===== config.mk =====
export PLATFORM = sky130hd
export DESIGN_NAME = task_slot_scheduler_flat
export DESIGN_NICKNAME = d
export VERILOG_FILES = /design/src/rtl/task_slot_scheduler_if.sv /design/src/rtl/task_slot_scheduler.sv /design/src/flat_wrapper.sv
export SDC_FILE = /design/constraint.sdc
export NUM_CORES = 1
export LEC_CHECK = 0
export ABC_AREA = 1
export BUFFER_PORTS_ARGS = -buffer_cell sky130_fd_sc_hd__clkbuf_2
export CAP_MARGIN = 20
export CORE_ASPECT_RATIO = 1.4
export CORE_UTILIZATION = 60
export CTS_BUF_LIST = sky130_fd_sc_hd__clkbuf_2 sky130_fd_sc_hd__clkbuf_4 sky130_fd_sc_hd__clkbuf_8
export DETAILED_ROUTE_END_ITERATION = 16
export GPL_ROUTABILITY_DRIVEN = 0
export GPL_TIMING_DRIVEN = 0
export PLACE_DENSITY_LB_ADDON = 0.15
export SYNTH_ARGS = -nofsm -noshare
export SYNTH_HDL_FRONTEND = slang
export SYNTH_SLANG_ARGS = --single-unit

===== constraint.sdc =====
create_clock -name cin -period 5.3 [get_ports cin]
set_clock_uncertainty 0.2 [all_clocks]
set_input_delay 1.06 -clock cin [delete_from_list [all_inputs] [get_ports cin]]
set_output_delay 1.06 -clock cin [all_outputs]
set_load 0.02 [all_outputs]

===== src/rtl/task_slot_scheduler_if.sv =====
// task_slot_scheduler_if: request/release/grant bundle between task units and the scheduler
interface task_slot_scheduler_if #(
    parameter int N   = 4,
    parameter int IDW = 2
);
    logic [N-1:0]   req;
    logic [N-1:0]   done;
    logic [N-1:0]   grant;
    logic [IDW-1:0] owner;
    logic           busy;
    logic           expired;
    modport master (output req, done, input grant, owner, busy, expired);
    modport slave  (input req, done, output grant, owner, busy, expired);
endinterface


===== src/rtl/task_slot_scheduler.sv =====
// task_slot_scheduler: round-robin owner of one shared port with quantum pre-emption
module task_slot_scheduler #(
    parameter int N       = 4,
    parameter int IDW     = 2,
    parameter int QUANTUM = 255,
    parameter int QW      = 8
) (
    input logic               cin,
    input logic               rst,
    task_slot_scheduler_if.slave bus
);
    typedef enum logic [1:0] {IDLE, GRANT, GAP} state_t;
    state_t         state, state_n;
    logic [QW-1:0]  count, count_n;
    logic [IDW-1:0] last, last_n, owner, owner_n, winner, idx;
    logic [N-1:0]   grant, grant_n, own_hot;
    logic           busy, expired, expired_n, found, release_now, quantum_end, others;
    assign own_hot     = N'(1) << owner;
    assign release_now = |(bus.done & own_hot) | ~|(bus.req & own_hot);
    assign quantum_end = count == QW'(QUANTUM - 1);
    assign others      = |(bus.req & ~own_hot);
    // first requester after the last owner, scanning upward with wrap
    always_comb begin
        found  = 1'b0;
        winner = '0;
        idx    = '0;
        for (int i = N; i >= 1; i--) begin
            idx = IDW'((int'(last) + i) % N);
            if (bus.req[idx]) begin
                found  = 1'b1;
                winner = idx;
            end
        end
    end
    // next-state: hold or release the owner in GRANT, arbitrate otherwise
    always_comb begin
        state_n   = state;
        count_n   = count;
        last_n    = last;
        owner_n   = owner;
        grant_n   = grant;
        expired_n = 1'b0;
        if (state == GRANT) begin
            if (release_now || (quantum_end && others)) begin
                state_n   = GAP;
                grant_n   = '0;
                last_n    = owner;
                expired_n = !release_now;
            end else begin
                count_n = quantum_end ? '0 : count + 1'b1;
            end
        end else if (found) begin
            state_n = GRANT;
            grant_n = N'(1) << winner;
            owner_n = winner;
            count_n = '0;
        end else begin
            state_n = IDLE;
        end
    end
    // state and registered outputs; pointer resets so requester 0 goes first
    always_ff @(posedge cin) begin
        if (rst) begin
            state   <= IDLE;
            count   <= '0;
            last    <= IDW'(N - 1);
            owner   <= '0;
            grant   <= '0;
            busy    <= 1'b0;
            expired <= 1'b0;
        end else begin
            state   <= state_n;
            count   <= count_n;
            last    <= last_n;
            owner   <= owner_n;
            grant   <= grant_n;
            busy    <= |grant_n;
            expired <= expired_n;
        end
    end
    assign bus.grant   = grant;
    assign bus.owner   = owner;
    assign bus.busy    = busy;
    assign bus.expired = expired;
endmodule

===== src/flat_wrapper.sv =====
// flat-port wrapper written by rule: the top's interface ports become plain ports
module task_slot_scheduler_flat 
#(
    parameter int N       = 4,
    parameter int IDW     = 2,
    parameter int QUANTUM = 255,
    parameter int QW      = 8
)
  (cin, rst, bus_req, bus_done, bus_grant, bus_owner, bus_busy, bus_expired);
  task_slot_scheduler_if #(.N(N), .IDW(IDW)) bus_i ();
  input logic cin;
  input logic rst;
  input wire logic [$bits(bus_i.req)-1:0] bus_req;
  input wire logic [$bits(bus_i.done)-1:0] bus_done;
  output wire logic [$bits(bus_i.grant)-1:0] bus_grant;
  output wire logic [$bits(bus_i.owner)-1:0] bus_owner;
  output wire logic [$bits(bus_i.busy)-1:0] bus_busy;
  output wire logic [$bits(bus_i.expired)-1:0] bus_expired;
  assign bus_i.req = bus_req;
  assign bus_i.done = bus_done;
  assign bus_grant = bus_i.grant;
  assign bus_owner = bus_i.owner;
  assign bus_busy = bus_i.busy;
  assign bus_expired = bus_i.expired;
  task_slot_scheduler #(.N(N), .IDW(IDW), .QUANTUM(QUANTUM), .QW(QW)) u_core (.cin(cin), .rst(rst), .bus(bus_i));
endmodule

==> out/qor.csv <==
stage,metric,value,unit
clocking,Hold Buf Count CTS,0,
finish,Post-layout nets,229,
power_and_ir_drop,Switching Share,0.448,
global_route,Overall Global Routing Usage,0.266,
clocking,Clock Latency Late Sink,0.30,ns
logic_synthesis,syn_area_per_cell,6.38,um2
timing,Setup Total Neg Slack,0,ns
clocking,"Reg clk slew, reported paths",0.11,ns
global_route,largest net degree at the start of global routing,12,
finish,core occupancy in the finished layout,0.714,
worst_hold_path,HP Class,reg2reg,
power_and_ir_drop,P per Cell Area,401,nW/um2
timing,final-report setup violation count,0,
route,Vias per Instance,5.26,
timing,worst hold slack,0.291,ns
finish,fraction of layout cells with a size suffix above 1,0.181,
route,DR iter-0 viols,12,
logic_synthesis,Gate Count Post-Synth,195,
logic_synthesis,sequential area share after synthesis,0.322,
global_route,initial antenna violation count,0,
critical_path,crit-path most repeated cell,nand2_1,
clocking,Clock H-tree levels,1,
critical_path,Crit. End Element,register,
clocking,cts repair resizes,0,
clocking,Max clock buf depth,2,
logic_synthesis,Yosys cell types,31,
clocking,root buf cell,clkbuf_4,
route,DR vias,1247,
logic_synthesis,top_reg_cell synth,dfxtp_1,
logic_synthesis,Post-synth EDFFs,0,
critical_path,worst-path cell chain,clkbuf_2 > inv_1 > o21ai_2 > nand2_1 > nand2_1 > nand2_1 > nand3_1 > nand2_1 > nand2_1 > nand2_1 > nand2_1 > nand2_1 > nor2_1 > a21oi_1,
floorplanning,row count,19,
power_and_ir_drop,net load switching power,250,uW
global_route,first-pass GRT wire length,4.39,mm
outcome,outcome,completed,
critical_path,CP max FO,4,
logic_synthesis,synthesized area,1240,um2
route,TritonRoute pass-1 iters,4,
timing,fin. max-slew vios,0,
timing,period utilization,0.450,
power_and_ir_drop,Lkg Pwr,0.000716,uW
floorplanning,die height,55.9,um
floorplanning,core area,1950,um2
critical_path,Arrival @ worst endpoint,2.36,ns
route,ANT nets after route,0,
timing,final hold viol count,0,
logic_synthesis,Yosys reg bits,20,
route,Post-Route WL,2.60,mm
power_and_ir_drop,Reg power frac,0.353,
route,WL/cell,11.0,um
clocking,Post-CTS Setup Bufs,0,
global_route,total gr overflow,0,
critical_path,Startpoint Class,input port,
power_and_ir_drop,Int Power,308,uW
critical_path,Crit Path Class,in2reg,
timing,crit path time final,2.38,ns
clocking,cts bufs inserted,3,
logic_synthesis,Yosys warning count,0,
clocking,Clock Sink Count,20,
power_and_ir_drop,Clk pwr share,0.158,
route,DRC Markers,0,
floorplanning,Die W,40.5,um
finish,fin area,1390,um2
power_and_ir_drop,Peak supply drop,279,uV
finish,# diodes,0,
finish,most frequent cells in the layout,"nand2_1 (72), inv_1 (23), dfxtp_1 (20)",
placement,Placed Instance Area,1360,um2
timing,Peak Freq,0.420,GHz
critical_path,slowest CP cell,o21ai_2,
floorplanning,Initial Utilization,0.638,
logic_synthesis,Synth async-reset ratio,0,
timing,RSZ-0062 raised after global routing,no,
placement,Port-buffer cells,17,
critical_path,crit-path leading delay family,simple AND/OR/NAND/NOR gates,
critical_path,CP Data Required Time,5.27,ns
timing,Tightest Pin Transition,0.451,ns
run,max_cap viols,0,
logic_synthesis,post-synth net total,207,
floorplanning,io pins,18,
clocking,CTS tree,yes,
finish,Area Growth Syn to Fin,11.9,%
power_and_ir_drop,power share of the combinational group,0.489,
floorplanning,Die ar.,2260,um2
finish,"most common cell after layout, fill and taps aside",nand2_1,
timing,Slew headroom,0.699,
critical_path,Bufs and invs on worst path,2,
critical_path,slowest cell delay on critical path,0.22,ns
global_route,number of global-route vias before repair,1211,
placement,Final HPWL DP,2.11,mm
==> cells in the mapped netlist (all sizes together) (2+ instances only) <==
cell type  number  area share
nand2          75        0.24
inv            26       0.082
dfxtp          20        0.32
nor2           19       0.067
a21oi          15       0.066
nand3          11       0.052
o21ai           8       0.050
nand4           5       0.025
ha              2       0.020
nor3            2      0.0080
o211ai          2       0.012
o22ai           2       0.010
==> state kept, by name, summed over array words and instances (netlist names) <==
register	cells
u_core.bus.expired	1
u_core.bus.grant	4
u_core.bus.owner	2
u_core.bus.busy	1
u_core.count	8
u_core.last	2
u_core.state	2
==> final timing paths <==
path,endpoint,from,slack [ns],cells past startpoint
setup / recovery,u_core.bus.busy,bus_req[3],2.92,14
hold / removal,u_core.count[3],u_core.count[3],0.29,2
hold reg to reg,u_core.count[3],u_core.count[3],0.29,2
setup reg to reg,u_core.count[5],u_core.bus.owner[1],3.31,11
==> cell type report <==
class | count | area [um2]
Clock buffer | 4 | 36.3
Buffer | 2 | 15.0
Multi-Input combinational cell | 146 | 722
Tap cell | 21 | 26.3
Timing Repair Buffer | 17 | 85.1
Sequential cell | 20 | 400
Inverter | 27 | 106
Fill cell | 181 | 558
==> tightest hold or removal path, stage by stage, from the launching register on <==
cell     delay, ns
dfxtp_1       0.34
nand2_1       0.06
a21oi_1       0.06
==> stage by stage <==
step	power (uW)	worst slack, ns	cells
after global placement	465	2.65	233
after global routing	607	2.74	237
after CTS	560	2.92	237
after detailed placement	473	2.60	233
final	559	2.92	237
after floorplan	411	2.95	195
==> power groups by stage <==
stage          combinational, uW  sequential (uW)  clock, uW
3_3_place_gp                 266              199          0
6_report                     273              197       88.2
3_5_place_dp                 272              201          0
4_1_cts                      273              197       89.1
2_1_floorplan                193              218          0
5_1_grt                      311              200       95.9
==> routing by layer <==
layer,track usage,wire [um],vias to the layer above
li1,-,-,674
met3,0.0120,53,4
met2,0.508,1450,17
met4,0.119,34,0
met1,0.256,1070,552
met5,0,0,-
==> logic make-up (layout without fill, tap and decap cells) <==
kind of cell / after synthesis / count (layout) / share of synthesized area
compound gates: 29 / 29 / 0.151
xor+xnor: 2 / 2 / 0.0141
fa+ha+maj: 2 / 2 / 0.0201
buf+inv: 29 / 50 / 0.0976
flops: 20 / 20 / 0.322
simple gates: 113 / 113 / 0.395
(Power assumes the default switching activity.)
